File: config.mk
export PLATFORM = sky130hd
export DESIGN_NAME = imm_gen_q_flat
export DESIGN_NICKNAME = d
export VERILOG_FILES = /design/src/rtl/imm_gen_q_pkg.sv /design/src/rtl/imm_gen_q_if.sv /design/src/rtl/imm_gen_q_fmt_decode.sv /design/src/rtl/imm_gen_q.sv /design/src/flat_wrapper.sv
export SDC_FILE = /design/constraint.sdc
export NUM_CORES = 1
export LEC_CHECK = 0
export CORE_ASPECT_RATIO = 0.6
export CORE_MARGIN = 1
export CORE_UTILIZATION = 47
export CTS_CLUSTER_DIAMETER = 50
export DETAILED_ROUTE_END_ITERATION = 12
export GPL_TIMING_DRIVEN = 0
export PLACE_DENSITY = 0.88
export SYNTH_ARGS = -nofsm -noshare
export SYNTH_HDL_FRONTEND = slang
export SYNTH_SLANG_ARGS = --single-unit
File: constraint.sdc
create_clock -name clk -period 3.26 [get_ports clk]
set_clock_uncertainty 0.1 [all_clocks]
set_input_delay 0.652 -clock clk [delete_from_list [all_inputs] [get_ports clk]]
set_output_delay 0.652 -clock clk [all_outputs]
set_load 0.02 [all_outputs]
File: src/rtl/imm_gen_q_pkg.sv
// rtl/imm_gen_q_pkg.sv - shared immediate format codes and widths
package imm_gen_q_pkg;

    localparam int IMM_SEL_W = 3;

    typedef enum logic [IMM_SEL_W-1:0] {
        IMM_I  = 3'd0,
        IMM_S  = 3'd1,
        IMM_B  = 3'd2,
        IMM_U  = 3'd3,
        IMM_J  = 3'd4,
        IMM_Z  = 3'd5,
        IMM_SH = 3'd6,
        IMM_X  = 3'd7
    } imm_sel_e;

endpackage

File: src/rtl/imm_gen_q_if.sv
// rtl/imm_gen_q_if.sv - instruction-in / immediate-out handshake bundle
interface imm_gen_q_if
    import imm_gen_q_pkg::*;
#(
    parameter int XLEN  = 64,
    parameter int DEPTH = 2
);
    logic                     in_valid;
    logic                     in_ready;
    logic [31:0]              inst_i;
    logic [IMM_SEL_W-1:0]     immsel_i;
    logic                     out_valid;
    logic                     out_ready;
    logic [XLEN-1:0]          simm_o;
    logic                     err_o;
    logic [$clog2(DEPTH):0]   count_o;

    modport master (
        output in_valid, inst_i, immsel_i, out_ready,
        input  in_ready, out_valid, simm_o, err_o, count_o
    );

    modport slave (
        input  in_valid, inst_i, immsel_i, out_ready,
        output in_ready, out_valid, simm_o, err_o, count_o
    );
endinterface

File: src/rtl/imm_gen_q_fmt_decode.sv
// rtl/imm_gen_q_fmt_decode.sv - combinational RV immediate extract/extend
module imm_fmt_decode
    import imm_gen_q_pkg::*;
#(
    parameter int XLEN = 64
) (
    input  logic [31:0]          inst,
    input  logic [IMM_SEL_W-1:0] immsel,
    output logic [XLEN-1:0]      imm,
    output logic                 err
);
    // Built at 64 bits and truncated: sign extension to 64 then cut to 32
    // is identical to sign extension to 32.
    logic [63:0] w_ext;
    logic        w_unused;

    always_comb begin
        w_ext = '0;
        err   = 1'b0;
        case (imm_sel_e'(immsel))
            IMM_I:  w_ext = {{52{inst[31]}}, inst[31:20]};
            IMM_S:  w_ext = {{52{inst[31]}}, inst[31:25], inst[11:7]};
            IMM_B:  w_ext = {{51{inst[31]}}, inst[31], inst[7], inst[30:25], inst[11:8], 1'b0};
            IMM_U:  w_ext = {{32{inst[31]}}, inst[31:12], 12'b0};
            IMM_J:  w_ext = {{43{inst[31]}}, inst[31], inst[19:12], inst[20], inst[30:21], 1'b0};
            IMM_Z:  w_ext = {59'b0, inst[19:15]};
            IMM_SH: w_ext = (XLEN == 64) ? {58'b0, inst[25:20]} : {59'b0, inst[24:20]};
            default: begin
                w_ext = '0;
                err   = 1'b1;
            end
        endcase
    end

    assign imm      = w_ext[XLEN-1:0];
    assign w_unused = ^{inst[6:0], w_ext};
endmodule

File: src/rtl/imm_gen_q.sv
// rtl/imm_gen_q.sv - immediate generator feeding a DEPTH-entry output queue
module imm_gen_q
    import imm_gen_q_pkg::*;
#(
    parameter int XLEN  = 64,
    parameter int DEPTH = 2
) (
    input  logic       clk,
    input  logic       rst,
    imm_gen_q_if.slave bus
);
    localparam int PTR_W = $clog2(DEPTH);
    localparam int CNT_W = PTR_W + 1;

    logic [XLEN-1:0]  r_mem_imm [DEPTH];
    logic             r_mem_err [DEPTH];
    logic [PTR_W-1:0] r_wr_ptr;
    logic [PTR_W-1:0] r_rd_ptr;
    logic [CNT_W-1:0] r_count;

    logic [XLEN-1:0]  w_imm;
    logic             w_err;
    logic             w_full;
    logic             w_empty;
    logic             w_push;
    logic             w_pop;

    imm_fmt_decode #(.XLEN(XLEN)) u_dec (
        .inst   (bus.inst_i),
        .immsel (bus.immsel_i),
        .imm    (w_imm),
        .err    (w_err)
    );

    // Handshake flags derive from the count register alone, so out_ready
    // never reaches in_ready combinationally.
    assign w_full  = (r_count == CNT_W'(DEPTH));
    assign w_empty = (r_count == '0);
    assign w_push  = bus.in_valid && !w_full;
    assign w_pop   = bus.out_ready && !w_empty;

    always_ff @(posedge clk) begin
        if (w_push) begin
            r_mem_imm[r_wr_ptr] <= w_imm;
            r_mem_err[r_wr_ptr] <= w_err;
        end
    end

    always_ff @(posedge clk or negedge rst) begin
        if (!rst) begin
            r_wr_ptr <= '0;
            r_rd_ptr <= '0;
            r_count  <= '0;
        end else begin
            if (w_push) r_wr_ptr <= r_wr_ptr + PTR_W'(1);
            if (w_pop)  r_rd_ptr <= r_rd_ptr + PTR_W'(1);
            case ({w_push, w_pop})
                2'b10:   r_count <= r_count + CNT_W'(1);
                2'b01:   r_count <= r_count - CNT_W'(1);
                default: r_count <= r_count;
            endcase
        end
    end

    assign bus.in_ready  = !w_full;
    assign bus.out_valid = !w_empty;
    assign bus.simm_o    = w_empty ? '0 : r_mem_imm[r_rd_ptr];
    assign bus.err_o     = w_empty ? 1'b0 : r_mem_err[r_rd_ptr];
    assign bus.count_o   = r_count;
endmodule

File: src/flat_wrapper.sv
// flat-port wrapper written by rule: the top's interface ports become plain ports
module imm_gen_q_flat import imm_gen_q_pkg::*;
#(
    parameter int XLEN  = 64,
    parameter int DEPTH = 2
)
  (clk, rst, bus_in_valid, bus_inst_i, bus_immsel_i, bus_out_ready, bus_in_ready, bus_out_valid, bus_simm_o, bus_err_o, bus_count_o);
  imm_gen_q_if #(.XLEN(XLEN), .DEPTH(DEPTH)) bus_i ();
  input  logic clk;
  input  logic rst;
  input wire logic [$bits(bus_i.in_valid)-1:0] bus_in_valid;
  input wire logic [$bits(bus_i.inst_i)-1:0] bus_inst_i;
  input wire logic [$bits(bus_i.immsel_i)-1:0] bus_immsel_i;
  input wire logic [$bits(bus_i.out_ready)-1:0] bus_out_ready;
  output wire logic [$bits(bus_i.in_ready)-1:0] bus_in_ready;
  output wire logic [$bits(bus_i.out_valid)-1:0] bus_out_valid;
  output wire logic [$bits(bus_i.simm_o)-1:0] bus_simm_o;
  output wire logic [$bits(bus_i.err_o)-1:0] bus_err_o;
  output wire logic [$bits(bus_i.count_o)-1:0] bus_count_o;
  assign bus_i.in_valid = bus_in_valid;
  assign bus_i.inst_i = bus_inst_i;
  assign bus_i.immsel_i = bus_immsel_i;
  assign bus_i.out_ready = bus_out_ready;
  assign bus_in_ready = bus_i.in_ready;
  assign bus_out_valid = bus_i.out_valid;
  assign bus_simm_o = bus_i.simm_o;
  assign bus_err_o = bus_i.err_o;
  assign bus_count_o = bus_i.count_o;
  imm_gen_q #(.XLEN(XLEN), .DEPTH(DEPTH)) u_core (.clk(clk), .rst(rst), .bus(bus_i));
endmodule
==> impl_metrics.prom <==
# TYPE chip_impl_metric gauge
chip_impl_info{name="status",value="finished clean"} 1
chip_impl_metric{name="vias_per_cell",unit=""} 5.17
chip_impl_metric{name="die-height",unit="um"} 69.6
chip_impl_metric{name="chipWidth",unit="um"} 115
chip_impl_info{name="critical_path.cell_chain",value="nor2_1, clkbuf_1, nor2_1, clkdlybuf4s50_1"} 1
chip_impl_info{name="tritoncts",value="built"} 1
chip_impl_metric{name="post_cts_buffers",unit=""} 0
chip_impl_metric{name="num-nets-final",unit=""} 441
chip_impl_metric{name="drt-initial-drc-count",unit=""} 228
chip_impl_metric{name="fmax",unit="GHz"} 0.322
chip_impl_metric{name="floorplan.die_area",unit="um2"} 7990
chip_impl_metric{name="r2r_cells",unit=""} 3
chip_impl_metric{name="yosys_warning_total",unit=""} 0
chip_impl_info{name="critPathKind",value="reg -> out"} 1
chip_impl_metric{name="critPathMaxFanout",unit=""} 10
chip_impl_metric{name="diodes",unit=""} 0
chip_impl_metric{name="cap_violations",unit=""} 0
chip_impl_metric{name="finalCriticalPeriod",unit="ns"} 3.11
chip_impl_info{name="setup.worst_path.end",value="bus_simm_o[30]"} 1
chip_impl_metric{name="power_per_cell_area",unit="nW/um2"} 1020
chip_impl_metric{name="hold-path-cell-count",unit=""} 1
chip_impl_info{name="regToRegStartpoint",value="u_core.bus.count_o[0]"} 1
chip_impl_metric{name="clock-sinks",unit=""} 70
chip_impl_metric{name="switching_share",unit=""} 0.369
chip_impl_metric{name="finalWorstSetupSlack",unit="ns"} 0.154
chip_impl_info{name="worstReg2RegEnd",value="u_core.r_mem_imm[0][21]"} 1
chip_impl_metric{name="design.portCount",unit=""} 108
chip_impl_metric{name="power_report.internal_total",unit="W"} 0.00319
chip_impl_metric{name="placementRows",unit=""} 24
chip_impl_metric{name="place.gp.congestion",unit=""} 0.830
chip_impl_metric{name="synth_seq_cells",unit=""} 70
chip_impl_metric{name="detail_route.wirelength",unit="um"} 8120
chip_impl_info{name="grt_setup_unrepaired",value="no"} 1
chip_impl_metric{name="setup_tns",unit="ns"} 0
chip_impl_metric{name="cts_max_level",unit=""} 3
chip_impl_metric{name="remaining_drc_errors",unit=""} 0
chip_impl_metric{name="r2r_setup_slk",unit="ns"} 1.21
chip_impl_info{name="min-delay-path-class",value="reg -> reg"} 1
chip_impl_metric{name="p_total",unit="W"} 0.00507
chip_impl_info{name="crit_top_cell",value="nor2_1"} 1
chip_impl_metric{name="placeableCoreArea",unit="um2"} 7330
chip_impl_metric{name="share_of_total_power_in_the_clock_network",unit=""} 0.162
chip_impl_metric{name="detail-route-antenna-nets",unit=""} 0
chip_impl_info{name="setup.worst_path.end_class",value="primary output"} 1
chip_impl_metric{name="clock_tree.buffer_depth",unit=""} 2
chip_impl_metric{name="initial_utilization",unit=""} 0.489
chip_impl_metric{name="synth.yosys.seq_area_share",unit=""} 0.581
chip_impl_metric{name="worst_skew_pair.late_latency",unit="ns"} 0.32
chip_impl_metric{name="grt_use_total",unit=""} 0.211
chip_impl_info{name="dominant_combinational_cell_family_by_area_after_synthesis",value="buffers and inverters"} 1
chip_impl_metric{name="port-buffer-count",unit=""} 100
chip_impl_metric{name="relSlewSlack",unit=""} 0.328
chip_impl_info{name="slowest_stage",value="clkdlybuf4s50_1"} 1
chip_impl_metric{name="synth_nets",unit=""} 329
chip_impl_metric{name="adder_and_majority_gate_portion_of_the_synthesized_area",unit=""} 0.00664
chip_impl_metric{name="cts_buffers",unit=""} 9
chip_impl_metric{name="share_seq_of_total_power",unit=""} 0.262
chip_impl_metric{name="place_hpwl",unit="um"} 5760
chip_impl_metric{name="drt_first_pass_iters",unit=""} 4
chip_impl_metric{name="synth-simple-area-share",unit=""} 0.0950
chip_impl_metric{name="worst_slew_pin_slew",unit="ns"} 1.01
chip_impl_metric{name="finalHoldWorstSlack",unit="ns"} 0.434
chip_impl_metric{name="critical-path-max-stage-delay",unit="ns"} 0.57
chip_impl_metric{name="layout-drive-gt1-share",unit=""} 0.158
chip_impl_metric{name="postSynthCellCount",unit=""} 289
chip_impl_metric{name="crit_required",unit="ns"} 2.51
chip_impl_metric{name="synth-compound-area-share",unit=""} 0.0898
chip_impl_metric{name="post-place-ws",unit="ns"} 0.479
chip_impl_metric{name="setup_violations",unit=""} 0
chip_impl_metric{name="final-hold-violation-count",unit=""} 0
chip_impl_metric{name="grt-ovfl-total",unit=""} 0
chip_impl_info{name="crit_path_start_kind",value="register"} 1
chip_impl_info{name="worstSetupStartpoint",value="u_core.bus.count_o[0]"} 1
chip_impl_metric{name="worst_ir_drop_on_vdd",unit="mV"} 0.364
chip_impl_metric{name="yosys-mux-area-fraction",unit=""} 0.107
chip_impl_metric{name="crit_arrival",unit="ns"} 2.35
chip_impl_metric{name="synth_xor_area_frac",unit=""} 0.0122
chip_impl_metric{name="power.share.combinational",unit=""} 0.576
chip_impl_metric{name="first_global_vias",unit=""} 2520
chip_impl_metric{name="synthesis.area_per_instance",unit="um2"} 12.4
chip_impl_metric{name="grt_pass1_wl",unit="um"} 12400
chip_impl_metric{name="grt_start_max_net_pins",unit=""} 34
chip_impl_metric{name="areaGrowthSynthToFinish",unit="%"} 39.3
chip_impl_metric{name="vias",unit=""} 2629
chip_impl_metric{name="switchingPower",unit="W"} 0.00187
chip_impl_metric{name="route.detailed.wl_per_inst",unit="um"} 15.9
chip_impl_metric{name="postCtsHoldBufs",unit=""} 0
chip_impl_metric{name="initial_antenna_violation_count",unit=""} 0
chip_impl_metric{name="final_period_utilization",unit=""} 0.953
chip_impl_metric{name="final_max_slew_viol_count",unit=""} 0
chip_impl_metric{name="worst_setup_hold_path_clk_slew",unit="ns"} 0.05
chip_impl_metric{name="utilization",unit=""} 0.681
chip_impl_metric{name="synth.distinct_cells",unit=""} 32
chip_impl_info{name="cts_root_buf",value="clkbuf_16"} 1
chip_impl_metric{name="synthesis.area",unit="um2"} 3580
chip_impl_metric{name="post_cts_resize_count",unit=""} 0
chip_impl_metric{name="leakage",unit="nW"} 2.01
==> metrics by stage <==
stage	cells	cell area (um2)
final	509	4990
after global routing	509	4990
after CTS	509	4990
after detailed placement	494	4740
after global placement	493	4710
after floorplan	289	3580
==> per-layer routing <==
layer / part of all wire / up-vias / global-route usage
met1: 0.43 / 1239 / 0.280
met2: 0.47 / 153 / 0.334
met4: 0.0043 / 0 / 0.0606
li1: - / 1231 / -
met5: 0 / - / 0
met3: 0.10 / 6 / 0.0656
==> worst max-delay path, delay by kind of cell, from the launching register on <==
kind,cells,cell delay [ns]
buf+inv,2,1.03
flops,1,0.43
simple gates,2,0.56
==> flip-flops by register name (all words and copies together) (netlist names) <==
name and cells:
u_core.r_wr_ptr 1, u_core.r_mem_err 2, u_core.r_mem_imm 64, u_core.r_rd_ptr 1, u_core.bus.count_o 2
==> worst min path at each step <==
stage,from,end,slack [ns]
after floorplan,rst,u_core.bus.count_o[0],0.26
after global placement,u_core.r_wr_ptr,u_core.r_wr_ptr,0.38
after detailed placement,u_core.bus.count_o[1],u_core.bus.count_o[1],0.44
after CTS,rst,u_core.bus.count_o[0],0.43
after global routing,rst,u_core.r_wr_ptr,0.44
final,u_core.bus.count_o[1],u_core.bus.count_o[1],0.43
==> cell usage in the layout (no fill, tap or decap), types with 5 or more instances in the layout <==
master and count:
buf_6 7, a21o_1 11, nor2b_1 8, nor2_1 38, edfxtp_1 66, clkbuf_16 9, buf_4 33, clkdlybuf4s50_1 100
clkbuf_1 11, o22ai_1 9, mux2i_1 37, buf_2 5, a21oi_1 21
==> logic make-up (layout without fill, tap and decap cells) <==
family | count (synthesis) | count (layout)
compound gates | 53 | 53
fa+ha+maj | 2 | 2
buf+inv | 55 | 171
mux | 38 | 38
flops | 70 | 70
xor+xnor | 5 | 5
simple gates | 66 | 66
==> synthesized netlist by cell type (all sizes together) <==
cell type	number	area share
edfxtp	66	0.55
buf	45	0.098
nor2	40	0.042
mux2i	37	0.10
a21oi	21	0.029
a21o	11	0.023
nor2b	10	0.022
o22ai	9	0.016
clkbuf	8	0.0084
o21ai	7	0.0098
a211o	4	0.0098
and2	4	0.0077
and3b	4	0.0098
dfrtp	4	0.028
xnor2	3	0.0073
and3	2	0.0035
inv	2	0.0021
nand2	2	0.0021
xor2	2	0.0049
ha	1	0.0035
maj3	1	0.0031
mux2	1	0.0031
nand2b	1	0.0017
nand3b	1	0.0021
nand4b	1	0.0024
nor3b	1	0.0021
o21a	1	0.0021
==> power by group through the flow <==
stage          Combinational (W)  Clock, W  Sequential (W)
2_1_floorplan            0.00169         0         0.00135
3_3_place_gp             0.00286         0         0.00134
3_5_place_dp             0.00294         0         0.00135
4_1_cts                  0.00294  0.000831         0.00133
5_1_grt                  0.00309  0.000873         0.00135
6_report                 0.00292  0.000819         0.00133
==> final cells by class <==
class                      count  area (um2)
fill                         559        2340
sequential                    70        2080
multi-input combinational    164        1120
timing repair buffer         101        1020
buffer                        53         382
clock buffer                  12         236
tap                          104         130
clock inverter                 3        12.5
inverter                       2        7.51
(Power assumes the default switching activity.)
